==> src/rtl/nibble_serial_add_ctrl_if.sv <==
// Handshake and external-adder bundle for nibble_serial_add_ctrl.
// The op_sub field is present only when SERIAL_SUB_EN is defined.
interface nibble_serial_add_ctrl_if #(
    parameter int NIBBLES = 4
) ();
    localparam int W = 4 * NIBBLES;

    logic          in_valid;
    logic          in_ready;
    logic [W-1:0]  op_a;
    logic [W-1:0]  op_b;
    logic          op_cin;
`ifdef SERIAL_SUB_EN
    logic          op_sub;
`endif
    logic          out_valid;
    logic          out_ready;
    logic [W-1:0]  result;
    logic          result_cout;
    logic [3:0]    adder_a;
    logic [3:0]    adder_b;
    logic          adder_cin;
    logic [3:0]    adder_sum;
    logic          adder_cout;

    // slave: the sequencer itself
    modport slave (
`ifdef SERIAL_SUB_EN
        input  op_sub,
`endif
        input  in_valid, op_a, op_b, op_cin, out_ready, adder_sum, adder_cout,
        output in_ready, out_valid, result, result_cout, adder_a, adder_b, adder_cin
    );

    // master: operand producer, result consumer and the attached adder
    modport master (
`ifdef SERIAL_SUB_EN
        output op_sub,
`endif
        output in_valid, op_a, op_b, op_cin, out_ready, adder_sum, adder_cout,
        input  in_ready, out_valid, result, result_cout, adder_a, adder_b, adder_cin
    );
endinterface

==> src/rtl/nibble_serial_add_ctrl.sv <==
// Serial W-bit adder: streams one nibble per cycle (LSB first) through an external
// 4-bit combinational adder. Define SERIAL_SUB_EN to add op_sub (A - B) support.
module nibble_serial_add_ctrl #(
    parameter int NIBBLES = 4
) (
    input  logic                    clk,
    input  logic                    rst_n,
    nibble_serial_add_ctrl_if.slave s_if
);
    localparam int W  = 4 * NIBBLES;
    localparam int CW = (NIBBLES > 1) ? $clog2(NIBBLES) : 1;
    localparam logic [CW-1:0] LAST = CW'(NIBBLES - 1);

    typedef enum logic [1:0] {
        IDLE = 2'd0,
        RUN  = 2'd1,
        DONE = 2'd2
    } state_t;

    state_t         r_state;
    logic [W-1:0]   r_a_sh;
    logic [W-1:0]   r_b_sh;
    logic           r_carry;
    logic [CW-1:0]  r_cnt;
    logic [W-1:0]   r_result;
    logic           r_result_cout;
    logic           r_in_ready;
    logic           r_out_valid;

    logic           w_run;
    logic [W-1:0]   w_res_next;
    logic [W-1:0]   w_b_load;
    logic           w_cin_load;

    assign w_run = (r_state == RUN);

    // Adder inputs are forced to zero whenever no nibble is in flight
    assign s_if.adder_a   = w_run ? r_a_sh[3:0] : 4'd0;
    assign s_if.adder_b   = w_run ? r_b_sh[3:0] : 4'd0;
    assign s_if.adder_cin = w_run ? r_carry     : 1'b0;

    assign s_if.in_ready    = r_in_ready;
    assign s_if.out_valid   = r_out_valid;
    assign s_if.result      = r_result;
    assign s_if.result_cout = r_result_cout;

`ifdef SERIAL_SUB_EN
    // Subtraction as A + ~B + 1; carry out then means "no borrow"
    assign w_b_load   = s_if.op_sub ? ~s_if.op_b : s_if.op_b;
    assign w_cin_load = s_if.op_sub ? 1'b1 : s_if.op_cin;
`else
    assign w_b_load   = s_if.op_b;
    assign w_cin_load = s_if.op_cin;
`endif

    // Partial-sum shift register holds the nibbles already produced; the newest
    // nibble enters at the top so the final word lands in place after NIBBLES steps.
    generate
        if (NIBBLES == 1) begin : g_one
            assign w_res_next = s_if.adder_sum;
        end else begin : g_many
            logic [W-5:0] r_res_sh;

            always_ff @(posedge clk or negedge rst_n) begin
                if (!rst_n) begin
                    r_res_sh <= '0;
                end else if (w_run) begin
                    r_res_sh <= w_res_next[W-1:4];
                end
            end

            assign w_res_next = {s_if.adder_sum, r_res_sh};
        end
    endgenerate

    always_ff @(posedge clk or negedge rst_n) begin
        if (!rst_n) begin
            r_state       <= IDLE;
            r_a_sh        <= '0;
            r_b_sh        <= '0;
            r_carry       <= 1'b0;
            r_cnt         <= '0;
            r_result      <= '0;
            r_result_cout <= 1'b0;
            r_in_ready    <= 1'b1;
            r_out_valid   <= 1'b0;
        end else begin
            case (r_state)
                IDLE: begin
                    if (s_if.in_valid && r_in_ready) begin
                        r_a_sh     <= s_if.op_a;
                        r_b_sh     <= w_b_load;
                        r_carry    <= w_cin_load;
                        r_cnt      <= '0;
                        r_in_ready <= 1'b0;
                        r_state    <= RUN;
                    end
                end
                RUN: begin
                    r_a_sh  <= r_a_sh >> 4;
                    r_b_sh  <= r_b_sh >> 4;
                    r_carry <= s_if.adder_cout;
                    r_cnt   <= r_cnt + 1'b1;
                    if (r_cnt == LAST) begin
                        r_result      <= w_res_next;
                        r_result_cout <= s_if.adder_cout;
                        r_out_valid   <= 1'b1;
                        r_state       <= DONE;
                    end
                end
                DONE: begin
                    if (s_if.out_ready) begin
                        r_out_valid <= 1'b0;
                        r_in_ready  <= 1'b1;
                        r_state     <= IDLE;
                    end
                end
                default: begin
                    r_out_valid <= 1'b0;
                    r_in_ready  <= 1'b1;
                    r_state     <= IDLE;
                end
            endcase
        end
    end
endmodule

==> src/flat_wrapper.sv <==
// flat-port wrapper written by rule: the top's interface ports become plain ports
module nibble_serial_add_ctrl_flat 
#(
    parameter int NIBBLES = 4
)
  (clk, rst_n, s_if_in_valid, s_if_op_a, s_if_op_b, s_if_op_cin, s_if_out_ready, s_if_adder_sum, s_if_adder_cout, s_if_in_ready, s_if_out_valid, s_if_result, s_if_result_cout, s_if_adder_a, s_if_adder_b, s_if_adder_cin);
  nibble_serial_add_ctrl_if #(.NIBBLES(NIBBLES)) s_if_i ();
  input  logic clk;
  input  logic rst_n;
  input wire logic [$bits(s_if_i.in_valid)-1:0] s_if_in_valid;
  input wire logic [$bits(s_if_i.op_a)-1:0] s_if_op_a;
  input wire logic [$bits(s_if_i.op_b)-1:0] s_if_op_b;
  input wire logic [$bits(s_if_i.op_cin)-1:0] s_if_op_cin;
  input wire logic [$bits(s_if_i.out_ready)-1:0] s_if_out_ready;
  input wire logic [$bits(s_if_i.adder_sum)-1:0] s_if_adder_sum;
  input wire logic [$bits(s_if_i.adder_cout)-1:0] s_if_adder_cout;
  output wire logic [$bits(s_if_i.in_ready)-1:0] s_if_in_ready;
  output wire logic [$bits(s_if_i.out_valid)-1:0] s_if_out_valid;
  output wire logic [$bits(s_if_i.result)-1:0] s_if_result;
  output wire logic [$bits(s_if_i.result_cout)-1:0] s_if_result_cout;
  output wire logic [$bits(s_if_i.adder_a)-1:0] s_if_adder_a;
  output wire logic [$bits(s_if_i.adder_b)-1:0] s_if_adder_b;
  output wire logic [$bits(s_if_i.adder_cin)-1:0] s_if_adder_cin;
  assign s_if_i.in_valid = s_if_in_valid;
  assign s_if_i.op_a = s_if_op_a;
  assign s_if_i.op_b = s_if_op_b;
  assign s_if_i.op_cin = s_if_op_cin;
  assign s_if_i.out_ready = s_if_out_ready;
  assign s_if_i.adder_sum = s_if_adder_sum;
  assign s_if_i.adder_cout = s_if_adder_cout;
  assign s_if_in_ready = s_if_i.in_ready;
  assign s_if_out_valid = s_if_i.out_valid;
  assign s_if_result = s_if_i.result;
  assign s_if_result_cout = s_if_i.result_cout;
  assign s_if_adder_a = s_if_i.adder_a;
  assign s_if_adder_b = s_if_i.adder_b;
  assign s_if_adder_cin = s_if_i.adder_cin;
  nibble_serial_add_ctrl #(.NIBBLES(NIBBLES)) u_core (.clk(clk), .rst_n(rst_n), .s_if(s_if_i));
endmodule
==> config.mk <==
export PLATFORM = sky130hd
export DESIGN_NAME = nibble_serial_add_ctrl_flat
export DESIGN_NICKNAME = d
export VERILOG_FILES = /design/src/rtl/nibble_serial_add_ctrl_if.sv /design/src/rtl/nibble_serial_add_ctrl.sv /design/src/flat_wrapper.sv
export SDC_FILE = /design/constraint.sdc
export NUM_CORES = 1
export LEC_CHECK = 0
export CAP_MARGIN = 20
export CORE_MARGIN = 2
export CORE_UTILIZATION = 35
export CTS_BUF_LIST = sky130_fd_sc_hd__clkbuf_16
export DETAILED_ROUTE_END_ITERATION = 7
export PLACE_DENSITY_LB_ADDON = 0.15
export SETUP_SLACK_MARGIN = 0.4
export SYNTH_ARGS = -nofsm -noshare
export SYNTH_HDL_FRONTEND = slang
export SYNTH_SLANG_ARGS = --single-unit
export TNS_END_PERCENT = 5
==> constraint.sdc <==
create_clock -name clk -period 1.6 [get_ports clk]
set_clock_uncertainty 0.05 [all_clocks]
set_input_delay 0.32 -clock clk [delete_from_list [all_inputs] [get_ports clk]]
set_output_delay 0.32 -clock clk [all_outputs]
set_load 0.1 [all_outputs]
**Word level (Yosys, flattened, before mapping)**

Cells that the tools add are included.

- Register bits after elaboration: 68
- Input port bits: 42
- Output and inout port bits: 28
- Word-level logic and storage cells: 48

- Add/sub/neg operators: 1
- Eq/ne operators: 6
- Mux-type cells: 21
- Bitwise logic cells: 2
- Reduce and logical (&&, ||, !) cells: 8

Operators by type and width:

| kind | number |
|---|---|
| 16-bit case mux with 2 select lines | 2 |
| 16-bit two-way mux | 2 |
| 3-bit AND reduction | 3 |
| 2-bit two-way mux | 4 |
| 4-bit two-way mux | 2 |
| 1-bit two-way mux | 6 |
| 1-bit case mux with 3 select lines | 2 |
| 2-bit case mux with 3 select lines | 1 |
| 2-bit equality test (second input constant) | 2 |
| 2-bit inequality test (second input constant) | 2 |
| 2-bit case mux with 2 select lines | 1 |
| 2-bit AND reduction | 2 |
| 2-bit by 1-bit adder with 2-bit output (second input constant) | 1 |
| 2-bit by 1-bit equality test with 1-bit output (second input constant) | 1 |
| 2-bit logical NOT | 1 |
| 2-bit by 1-bit inequality test with 1-bit output (second input constant) | 1 |
| 1-bit inverter | 2 |
| 1-bit case mux with 2 select lines | 1 |
| 2-bit nonzero test | 1 |
| 1-bit logical AND | 1 |

**Logic depth before layout (Yosys ltp)**

- Word-level depth: 3
- Gate-level depth with buffers: 6
- Gate-level depth less buffers: 3

**Worst setup path before layout**

Ideal clock, no wire load.

- Path kind: register to output
- Start: reg u_core.r_state[1]
- End: out s_if_adder_a[0]
- Data arrival time: 1719 ps
- Data required time: 1230 ps
- Slack: -489 ps
- Cell stages (with the launch flop): 6
- Path buffers: 3
- Cell sequence: dfrtp_1 > buf_6 > nor2b_4 > buf_6 > clkbuf_1 > and2_1

- Word-level cells in the longest chain between the ends: 2

Ends and longest elaborated chain:

| what | RTL line | RTL |
|---|---|---|
| start: declaration | nibble_serial_add_ctrl.sv:20 | `state_t r_state;` |
| start signal: assignment | nibble_serial_add_ctrl.sv:78 | `r_state <= IDLE;` |
| start signal: assignment | nibble_serial_add_ctrl.sv:96 | `r_state <= RUN;` |
| start signal: assignment | nibble_serial_add_ctrl.sv:108 | `r_state <= DONE;` |
| 2-bit by 1-bit equality test with 1-bit output | nibble_serial_add_ctrl.sv:35 | `assign w_run = (r_state == RUN);` |
| 4-bit two-way mux | nibble_serial_add_ctrl.sv:38 | `assign s_if.adder_a = w_run ? r_a_sh[3:0] : 4'd0;` |
| end: declaration | flat_wrapper.sv:21 | `output wire logic [$bits(s_if_i.adder_a)-1:0] s_if_adder_a;` |

No other way between the ends.

**Worst setup path after layout**

- Start: reg u_core.r_state[1]
- End: out s_if_adder_b[3]

- Word-level cells in the longest chain between the ends: 2

Ends and longest elaborated chain:

| what | RTL line | RTL |
|---|---|---|
| 2-bit by 1-bit equality test with 1-bit output | nibble_serial_add_ctrl.sv:35 |  |
| 4-bit two-way mux | nibble_serial_add_ctrl.sv:39 | `assign s_if.adder_b = w_run ? r_b_sh[3:0] : 4'd0;` |
| end: declaration | flat_wrapper.sv:22 | `output wire logic [$bits(s_if_i.adder_b)-1:0] s_if_adder_b;` |

No other way between the ends.

==> results.md <==
* Status: finished, violations left
* Failing checks: setup timing
* Synth area leader: dfrtp_1
* Final wirelength at 7.002 mm
* Cell area after synthesis at 2938 sq um
* Yosys reg bits at 68
* Routed vias at 2,332
* RSZ-0062 raised after global routing: yes
* Dpl ws at -0.06291 ns
* FP Rows at 33
* Final worst-path cycle share at 106.4%
* Final setup margin at -0.1017 ns
* Vias per cell at 4.798
* Max Transition Viols Final at 0
* Io pins at 70
* Syn_area_per_cell at 9.925 sq um
* # Max-Cap Violations at 0
* Crit Path Class: reg2out
* Largest net degree at the start of global routing at 30
* First-pass detailed-route iteration total at 4
* Remaining DRCs at 0
* Synth area leaders: dfrtp_1, nand2_1, a21oi_1
* Max Clk Rate at 587.6 MHz
* Initial Utilization at 35.94%
* CTS clk-pin slew, worst paths at 0.05 ns
* Initial drt markers at 97
* H-tree lvl count at 3
* Number of global-route vias before repair at 2,224
* Clock tree from TritonCTS: done
* PwrDens at 2492 nW/um^2
* Slew margin rel. at 75.21%
* Area grow syn2layout at 65.16%
* Share of cells above drive strength 1 at 37.27%
* Clock Sinks at 68
* Setup violations, final at 9
* Yosys Warn Count at 0
* Min Tclk post-route at 1.702 ns
* Total Die Area at 9142 sq um
* Cts bufs inserted at 9
* Data arrival, critical path at 1.33 ns
* Placed wire-length estimate at 4.287 mm
* Core area at 8175 sq um
* Crit path launch type: flip-flop
* Initial antenna violation count at 0
* All-Layer GR Usage at 16.26%
* CP max FO at 11
* First-pass GRT wire length at 11.21 mm
* Worst-path cell chain: nor2b_4 > buf_12 > and2_4 > buf_12
* Nets at 420
* Post-DR wirelength/cell at 14.41 microns
* Worst Hold Class: in2async
* # port buffers at 69
* Detail Route Antenna Nets at 0
* DIE WIDTH at 95.62 microns
* Syn_nets at 339
* Final std cells w/o fill at 486
* Cell mode on critical path: buf_12
* Slowest cell on the critical path: dfrtp_1
* Req. time, crit path at 1.23 ns
* Maximum VDD drop at 1.090 mV
* Crit path launch: u_core.r_state[1]$_DFFE_PN0P_
* Clock latency on the worst-skew pair at 0.32 ns
* Reg2reg start: u_core.s_if.in_ready$_DFFE_PN1P_
* Critical Path Sink Type: output pin
* Grt total ovfl at 0
* Gp weighted congestion at 0.7389
* Worst path max stage delay at 0.40 ns
* ANT cells at 0
* Root Driver: clkbuf_16
* Placed Cells at 466
* CTS max path bufs at 2
* Die height at 95.62 microns
* Final number of hold-violating endpoints at 0
* Leak at 2.280 nW
* Synth top area share at 57.07%
* Post-synthesis cell count at 296
* Least-Margin Pin Slew at 0.3719 ns
* Register area share after synthesis at 57.96%
* Distinct cells, synth at 27
==> cells in the mapped netlist (all sizes together) <==
library cell and count:
a21oi 55, a22oi 1, and2 9, and3b 1, buf 11, clkbuf 10, dfrtp 67, dfstp 1
ha 1, inv 1, mux2 17, mux2i 3, nand2 76, nand2b 1, nand3 4, nand3b 3
nor2 27, nor2b 1, o21ai 5, o22a 1, o31ai 1
==> layout by cell type, fill, tap and decap left out, types with 2 or more instances in the layout <==
cell,instances
inv_1,2
nand3_1,2
a21oi_4,10
clkinv_1,2
buf_4,11
nand2_1,71
o21ai_1,3
clkdlybuf4s50_1,40
buf_6,3
mux2_4,17
a21oi_1,17
nor2_1,27
dfrtp_1,67
nand3b_1,2
buf_12,34
mux2i_1,3
nand2_4,3
and2_4,9
clkbuf_16,9
a21oi_2,28
==> through the flow <==
step / hold slack (ns) / instance area, sq um / utilization, % / TNS [ns] / total power [mW]
after global routing: 0.4380 / 4852 / 59.35 / -1.263 / 12.72
after global placement: 0.2129 / 4118 / 50.37 / -0.03362 / 9.209
after floorplan: -0.02559 / 3007 / - / 0 / 7.182
after CTS: 0.4072 / 4697 / 57.45 / -1.037 / 11.77
final: 0.4054 / 4852 / 59.35 / -0.8913 / 12.09
after detailed placement: 0.2167 / 4118 / 50.37 / -0.3712 / 9.298
==> logic make-up (layout without fill, tap and decap cells) <==
group	after synthesis	in the layout	share of synthesized area, %
adder cells (fa/ha/maj)	1	1	0.4258
buffers and inverters	22	107	4.003
multiplexers	20	20	8.688
flip-flops	68	68	57.96
AND/OR/NAND/NOR	122	122	17.89
AO/OA/AOI/OAI	63	63	11.03
==> routing by layer <==
metal	GRT usage, %	routed length [microns]
met5	0	0
met4	6.786	112
met3	3.478	297
met2	24.59	3382
met1	22.63	3209
==> report_power, final <==
group	leakage, nW	internal (mW)	switching, mW
logic	1.31	2.96	4.12
registers	0.834	2.55	0.589
clock network	0.138	1.18	0.697
total	2.28	6.69	5.40
==> final timing paths <==
check	end	slack, ns	depth (start not counted)
min in group clk	u_core.g_many.r_res_sh[3]$_DFFE_PN0N_	0.42	2
max	s_if_adder_b[3]	-0.10	4
min	u_core.s_if.result[5]$_DFFE_PN0P_	0.41	2
max in group asynchronous	u_core.r_b_sh[13]$_DFFE_PN0P_	0.55	3
min reg2reg	u_core.g_many.r_res_sh[3]$_DFFE_PN0N_	0.42	2
max reg2reg	u_core.r_a_sh[6]$_DFFE_PN0P_	0.13	4
==> layout make-up <==
class	instances	area, sq um
clock inverter	6	57.56
timing repair buffer	91	1255
clock buffer	9	225.2
fill	693	3323
tap	105	131.4
sequential	68	1707
inverter	1	3.754
multi-input combinational	206	1473
==> critical path, delay by kind of cell (launching register included) <==
family | cells | cell delay (ns)
DFF | 1 | 0.40
buffers and inverters | 2 | 0.30
and+or+nand+nor | 2 | 0.30
==> state kept, by name, summed over array words and instances (netlist names) <==
register / flops
u_core.s_if.in_ready: 1
u_core.r_carry: 1
u_core.s_if.result: 16
u_core.r_cnt: 2
u_core.r_state: 2
u_core.s_if.result_cout: 1
u_core.r_a_sh: 16
u_core.s_if.out_valid: 1
u_core.g_many.r_res_sh: 12
u_core.r_b_sh: 16
==> timing repair <==
| item | in CTS | in global routing |
|---|---|---|
| pin swaps | 67 | 67 |
| gates cloned | 1 | 0 |
| hold endpoints to repair | 23 | 0 |
| hold buffers | 1 | 0 |
| setup endpoints to repair | 94 | 91 |
| buffers inserted | 2 | 1 |
| gates resized for setup | 62 | 29 |
(Power assumes the default switching activity.)
